File: src/rtl/display_pkg.sv
// Shared types and constants for the multiplexed 4-digit seven-segment scanner.
package display_pkg;

    localparam int NUM_DIGITS = 4;

    typedef enum logic [1:0] {
        IDLE  = 2'd0,
        BLANK = 2'd1,
        ON    = 2'd2
    } state_t;

    localparam logic [3:0] ANODE_OFF = 4'b0000;
    localparam logic [3:0] ANODE_D0  = 4'b0001;
    localparam logic [3:0] ANODE_D1  = 4'b0010;
    localparam logic [3:0] ANODE_D2  = 4'b0100;
    localparam logic [3:0] ANODE_D3  = 4'b1000;

    function automatic logic [3:0] anode_for(input logic [1:0] idx);
        case (idx)
            2'd0:    return ANODE_D0;
            2'd1:    return ANODE_D1;
            2'd2:    return ANODE_D2;
            default: return ANODE_D3;
        endcase
    endfunction

    function automatic logic [3:0] nibble(input logic [15:0] value, input logic [1:0] idx);
        return value[{idx, 2'b00} +: 4];
    endfunction

    // A digit is a leading zero when it and every more significant digit are zero.
    function automatic logic leading_zero(input logic [15:0] value, input logic [1:0] idx);
        case (idx)
            2'd3:    return value[15:12] == 4'h0;
            2'd2:    return value[15:8] == 8'h00;
            2'd1:    return value[15:4] == 12'h000;
            default: return 1'b0;
        endcase
    endfunction

endpackage

File: src/rtl/scan_timer.sv
// Digit-slot counter: counts 0..SCAN_DIV-1 per slot while running, held at 0 when cleared.
module scan_timer #(
    parameter int SCAN_DIV  = 50000,
    parameter int BLANK_CYC = 500
) (
    input  logic clk,
    input  logic rst,
    input  logic clear,
    input  logic run,
    output logic in_blank,
    output logic slot_end,
    output logic last_next
);

    localparam int CW = (SCAN_DIV > 2) ? $clog2(SCAN_DIV) : 1;
    localparam logic [CW-1:0] LAST      = CW'(SCAN_DIV - 1);
    localparam logic [CW-1:0] BLANK_LIM = CW'(BLANK_CYC);

    logic [CW-1:0] count;
    logic [CW-1:0] count_next;

    always_comb begin
        count_next = count;
        if (clear) begin
            count_next = '0;
        end else if (run) begin
            count_next = (count == LAST) ? '0 : count + 1'b1;
        end
    end

    always_ff @(posedge clk or posedge rst) begin
        if (rst) begin
            count <= '0;
        end else begin
            count <= count_next;
        end
    end

    // in_blank and last_next describe the upcoming cycle; slot_end is the current one.
    assign in_blank  = count_next < BLANK_LIM;
    assign last_next = count_next == LAST;
    assign slot_end  = run && (count == LAST);

endmodule

File: src/rtl/display_scan_controller.sv
// Scan sequencer: paces digit slots with anode dead-time, double-buffers the
// displayed value through a valid/ready handshake and blanks leading zeros.
module display_scan_controller
    import display_pkg::*;
#(
    parameter int SCAN_DIV  = 50000,
    parameter int BLANK_CYC = 500
) (
    input  logic        i_Clk,
    input  logic        i_Rst,
    input  logic        i_En,
    input  logic [15:0] i_Data,
    input  logic        i_Valid,
    output logic        o_Ready,
    input  logic        i_Lzb,
    output logic [3:0]  o_Anodo,
    output logic [1:0]  o_Sel,
    output logic [3:0]  o_Digit,
    output logic        o_Frame,
    output state_t      o_State
);

    // Handshake: a word transfers on any rising edge where i_Valid && o_Ready;
    // o_Ready is low exactly while the pending register holds an undisplayed word.

    state_t      state, state_next;
    logic [1:0]  idx, idx_next;
    logic [15:0] disp, disp_next, pend;
    logic        pend_full, pend_full_next;
    logic        in_blank, slot_end, last_next;
    logic        accept, boundary, transfer, suppress;

    scan_timer #(
        .SCAN_DIV (SCAN_DIV),
        .BLANK_CYC(BLANK_CYC)
    ) u_timer (
        .clk      (i_Clk),
        .rst      (i_Rst),
        .clear    (!i_En),
        .run      (state != IDLE),
        .in_blank (in_blank),
        .slot_end (slot_end),
        .last_next(last_next)
    );

    always_comb begin
        accept         = i_Valid && o_Ready;
        boundary       = slot_end && (idx == 2'(NUM_DIGITS - 1));
        transfer       = pend_full && (boundary || state == IDLE);
        pend_full_next = accept || (pend_full && !transfer);
        disp_next      = transfer ? pend : disp;
        state_next     = IDLE;
        idx_next       = 2'd0;
        if (i_En) begin
            state_next = in_blank ? BLANK : ON;
            idx_next   = slot_end ? idx + 2'd1 : idx;
        end
        suppress = i_Lzb && leading_zero(disp_next, idx_next);
    end

    always_ff @(posedge i_Clk or posedge i_Rst) begin
        if (i_Rst) begin
            state     <= IDLE;
            idx       <= 2'd0;
            disp      <= 16'h0000;
            pend      <= 16'h0000;
            pend_full <= 1'b0;
            o_Ready   <= 1'b1;
            o_Anodo   <= ANODE_OFF;
            o_Digit   <= 4'h0;
            o_Frame   <= 1'b0;
        end else begin
            state     <= state_next;
            idx       <= idx_next;
            disp      <= disp_next;
            if (accept) begin
                pend <= i_Data;
            end
            pend_full <= pend_full_next;
            o_Ready   <= !pend_full_next;
            o_Digit   <= nibble(disp_next, idx_next);
            o_Anodo   <= (state_next == ON && !suppress) ? anode_for(idx_next) : ANODE_OFF;
            o_Frame   <= last_next && (idx == 2'(NUM_DIGITS - 1));
        end
    end

    assign o_Sel   = idx;
    assign o_State = state;

endmodule

File: config.mk
export PLATFORM = sky130hd
export DESIGN_NAME = display_scan_controller
export DESIGN_NICKNAME = d
export VERILOG_FILES = /design/src/rtl/display_pkg.sv /design/src/rtl/scan_timer.sv /design/src/rtl/display_scan_controller.sv
export SDC_FILE = /design/constraint.sdc
export NUM_CORES = 1
export LEC_CHECK = 0
export BUFFER_PORTS_ARGS = -buffer_cell sky130_fd_sc_hd__buf_4
export CELL_PAD_IN_SITES_DETAIL_PLACEMENT = 0
export CELL_PAD_IN_SITES_GLOBAL_PLACEMENT = 1
export CORE_AREA = 2 2 86 88
export DETAILED_ROUTE_END_ITERATION = 8
export DIE_AREA = 0 0 88 90
export PLACE_DENSITY_LB_ADDON = 0.1
export SLEW_MARGIN = 15
export SYNTH_ARGS = -nofsm -noshare
export SYNTH_HDL_FRONTEND = slang
export SYNTH_HIERARCHICAL = 1
export SYNTH_SLANG_ARGS = --single-unit
File: constraint.sdc
create_clock -name i_Clk -period 3.24 [get_ports i_Clk]
set_input_delay 0.324 -clock i_Clk [delete_from_list [all_inputs] [get_ports i_Clk]]
set_output_delay 0.324 -clock i_Clk [all_outputs]
set_load 0.01 [all_outputs]
==> results.yml <==
grt:
  grt_usage_pct: 18.59
  grt_pass1_wl_um: 11110
  grt_pass1_vias: 2244
  grt_overflow: 0
  antenna_found_initial: 0
  grt_max_degree: 48
drt:
  drt_iter0_markers: 100
  avgViaCountPerCell: 5.292
  wl_per_cell_um: 15.58
  wl_um: 6452
  vias: 2191
  drcViolationCount: 0
  drtPass1Iterations: 4
  final_antenna_net_count: 0
layout:
  multi_input_area_mm2: 0.001465
  fillers: 633
  area_growth_syn_to_layout_pct: 16.13
  nNetsFinal: 333
  drive_gt1_share_pct: 28.25
  ff_latch_area_mm2: 0.001578
  insertedDiodeCount: 0
  finalNonFillerCells: 414
sta:
  min_period_ps: 2919
  tightestPinTransition_ps: 935.8
  fin_skew_ps: 6.736
  finalSetupViolations: 0
  fmax_ghz: 0.3426
  slew_violations: 0
  finalCritPeriodShare_pct: 90.08
  slew_headroom_pct: 37.52
  rsz0062_at_grt: "false"
  tns_ps: 0
  final_hold_viol_count: 0
cts:
  cts_setup_buffers: 0
  clock_sinks: 63
  path_clk_slew_ps: 70
  postCtsHoldBufs: 0
  clk-insertion-delay-late_ps: 340
  cts_inserted_buffers: 9
  cts_resized: 0
  htreeDepth: 3
  cts-root-buf: "clkbuf_8"
  clockBufferDepth: 2
  cts_tree: "built"
synthesis:
  synth_area_per_cell_um2: 11.44
  synth-seq-cells: 63
  yosys-top-cells-area: "dfrtp_1 49%, mux2_2 6.4%, xnor2_1 3.0%"
  synth_most_common_cell: "dfrtp_1"
  synth_top_area_share_pct: 48.78
  syn_area_mm2: 0.003181
  ys_warn_count: 6
  yosysTopAreaCell: "dfrtp_1"
  synth_nets: 301
  ys_seq_area_share_pct: 49.61
  synth_enable_flop_cells: 0
  postSynthCellCount: 278
  synth_ff_type: "dfrtp_1"
  synthDistinctLibCells: 57
  synth_common_cells: "62 x dfrtp_1, 22 x nor2_1, 18 x mux2_2"
  ys_async_sr_fraction_pct: 100.0
place:
  dp.final_hpwl_um: 4826
  place_inst: 398
  io_buffers: 34
  gp_congestion: 0.8156
floorplanning:
  die_y_um: 90
  core.rowCount: 31
  num_io_pins: 35
  die-area_mm2: 0.007920
  die_width_um: 88
  fp.coreArea_mm2: 0.007020
  initial_utilization_pct: 45.30
setup_path:
  crit_path_max_incr_delay_ps: 460
  worst-path-buf-inv: 0
  end_kind: "flop"
  critical_path_depth: 7
  cpMaxStageDelayCell: "nor4_2"
  crit_path_start_kind: "flop"
  reg2reg_slack_ps: 320
  worstPathRequired_ps: 3450
  critPathKind: "reg -> reg"
  reg2reg_depth: 7
  crit_chain: "nor4b_2, nand4_1, nor4_2, o2bb2ai_4, nand2_4, mux2_4, mux4_2"
  crit_family: "simple AND/OR/NAND/NOR gates"
  worstPathArrival_ps: 3130
  worstPathMaxFanout: 29
power_and_ir_drop:
  leakagePower_nw: 1.716
  ir_drop_uv: 337.1
  power_density_mw_per_mm2: 550.3
run_status:
  status: "finished, final reports clean"
flow_run:
  maxCapViolations: 0
hold_path:
  worstHoldPathType: "in -> async"
## state kept, by name (all words and copies together) (netlist names)
register / cells
o_State: 2
o_Frame: 1
pend_full: 1
o_Ready: 1
disp: 16
pend: 16
u_timer/count: 16
o_Digit: 4
o_Anodo: 4
o_Sel: 2
## worst reg2reg max path, cell delays in order (launching register included)
cell and delay [ps]:
dfrtp_1 440, nor4b_2 300, nand4_1 220, nor4_2 460
o2bb2ai_4 270, nand2_4 270, mux2_4 390, mux4_2 450
## routing by layer
layer / vias up / routed length [um] / GRT usage [%]
met5: - / 0 / 0
met4: 0 / 78 / 8.077
met3: 5 / 147 / 4.408
met2: 26 / 3368 / 30.49
met1: 1075 / 2857 / 23.07
li1: 1085 / - / -
## power by group
group	internal (mW)	switching (mW)	total, mW	leakage [nW]
sequential	0.926	0.102	1.03	0.800
combinational	0.177	0.131	0.307	0.811
clock	0.395	0.301	0.697	0.105
total	1.50	0.534	2.03	1.72
## cell usage in the layout (no fill, tap or decap), types with 2 or more instances in the layout
master | netlist | routed
inv_2 | 1 | 2
nand3_1 | 10 | 10
o2111ai_1 | 2 | 2
nor4_1 | 14 | 13
mux2i_1 | 2 | 2
inv_1 | 11 | 10
a21o_1 | 12 | 12
clkinv_2 | 0 | 2
dfrtp_1 | 62 | 62
a21oi_1 | 5 | 5
nand4_4 | 2 | 2
or4b_1 | 2 | 2
nand4_1 | 6 | 6
and2_1 | 2 | 2
ha_1 | 2 | 2
buf_4 | 3 | 36
mux2_2 | 18 | 18
nor3_1 | 5 | 5
clkbuf_8 | 0 | 11
a211oi_1 | 12 | 12
o21ai_0 | 2 | 2
a2111oi_0 | 2 | 2
nand2b_1 | 2 | 2
mux2_4 | 3 | 3
nand2_1 | 8 | 8
xnor2_1 | 11 | 11
nor2_1 | 22 | 22
xor2_1 | 6 | 6
and3_1 | 13 | 13
## cell families (layout without fill, tap and decap cells)
kind of cell / Yosys count / in the layout / synth area share [%]
simple gates: 99 / 99 / 19.43
flops: 63 / 63 / 49.61
compound gates: 44 / 44 / 11.49
buf+inv: 28 / 65 / 4.523
mux: 25 / 25 / 9.480
xor+xnor: 17 / 17 / 4.681
fa+ha+maj: 2 / 2 / 0.7867
## final cells by class
type | instances | area share (%)
well taps | 99 | 3.354
inverters | 13 | 1.321
clock buffers | 11 | 4.099
repair buffers | 36 | 7.317
multi-input cells | 187 | 39.67
flip-flops and latches | 63 | 42.72
clock inverters | 5 | 1.524
## path summary, 6_finish.rpt
check                                                  from                         end
min in group i_Clk                                i_Data[1]         pend[1]$_DFFE_PP0P_
worst min-delay path                                  i_Rst  u_timer/count[6]$_DFF_PP0_
worst max-delay path            u_timer/count[10]$_DFF_PP0_        o_Digit[2]$_DFF_PP0_
worst max register to register  u_timer/count[10]$_DFF_PP0_        o_Digit[2]$_DFF_PP0_
worst min register to register            disp[3]$_DFF_PP0_           disp[3]$_DFF_PP0_
max in group asynchronous                             i_Rst        o_State[0]$_DFF_PP0_
## through the flow
stage                     cell area, um2  setup WS (ps)  power [mW]  hold slack, ps  util, %
final                               3694          321.4       2.032           92.45    52.61
after global routing                3694          104.7       2.146           138.7    52.61
after floorplan                     3181          592.5       1.238           237.7        -
after global placement              3486          249.0       1.350           476.9    49.65
after detailed placement            3486          319.6       1.357           467.0    49.65
after CTS                           3694          289.1       2.065           90.29    52.61
Note: power is estimated with default switching activity, not from simulation.
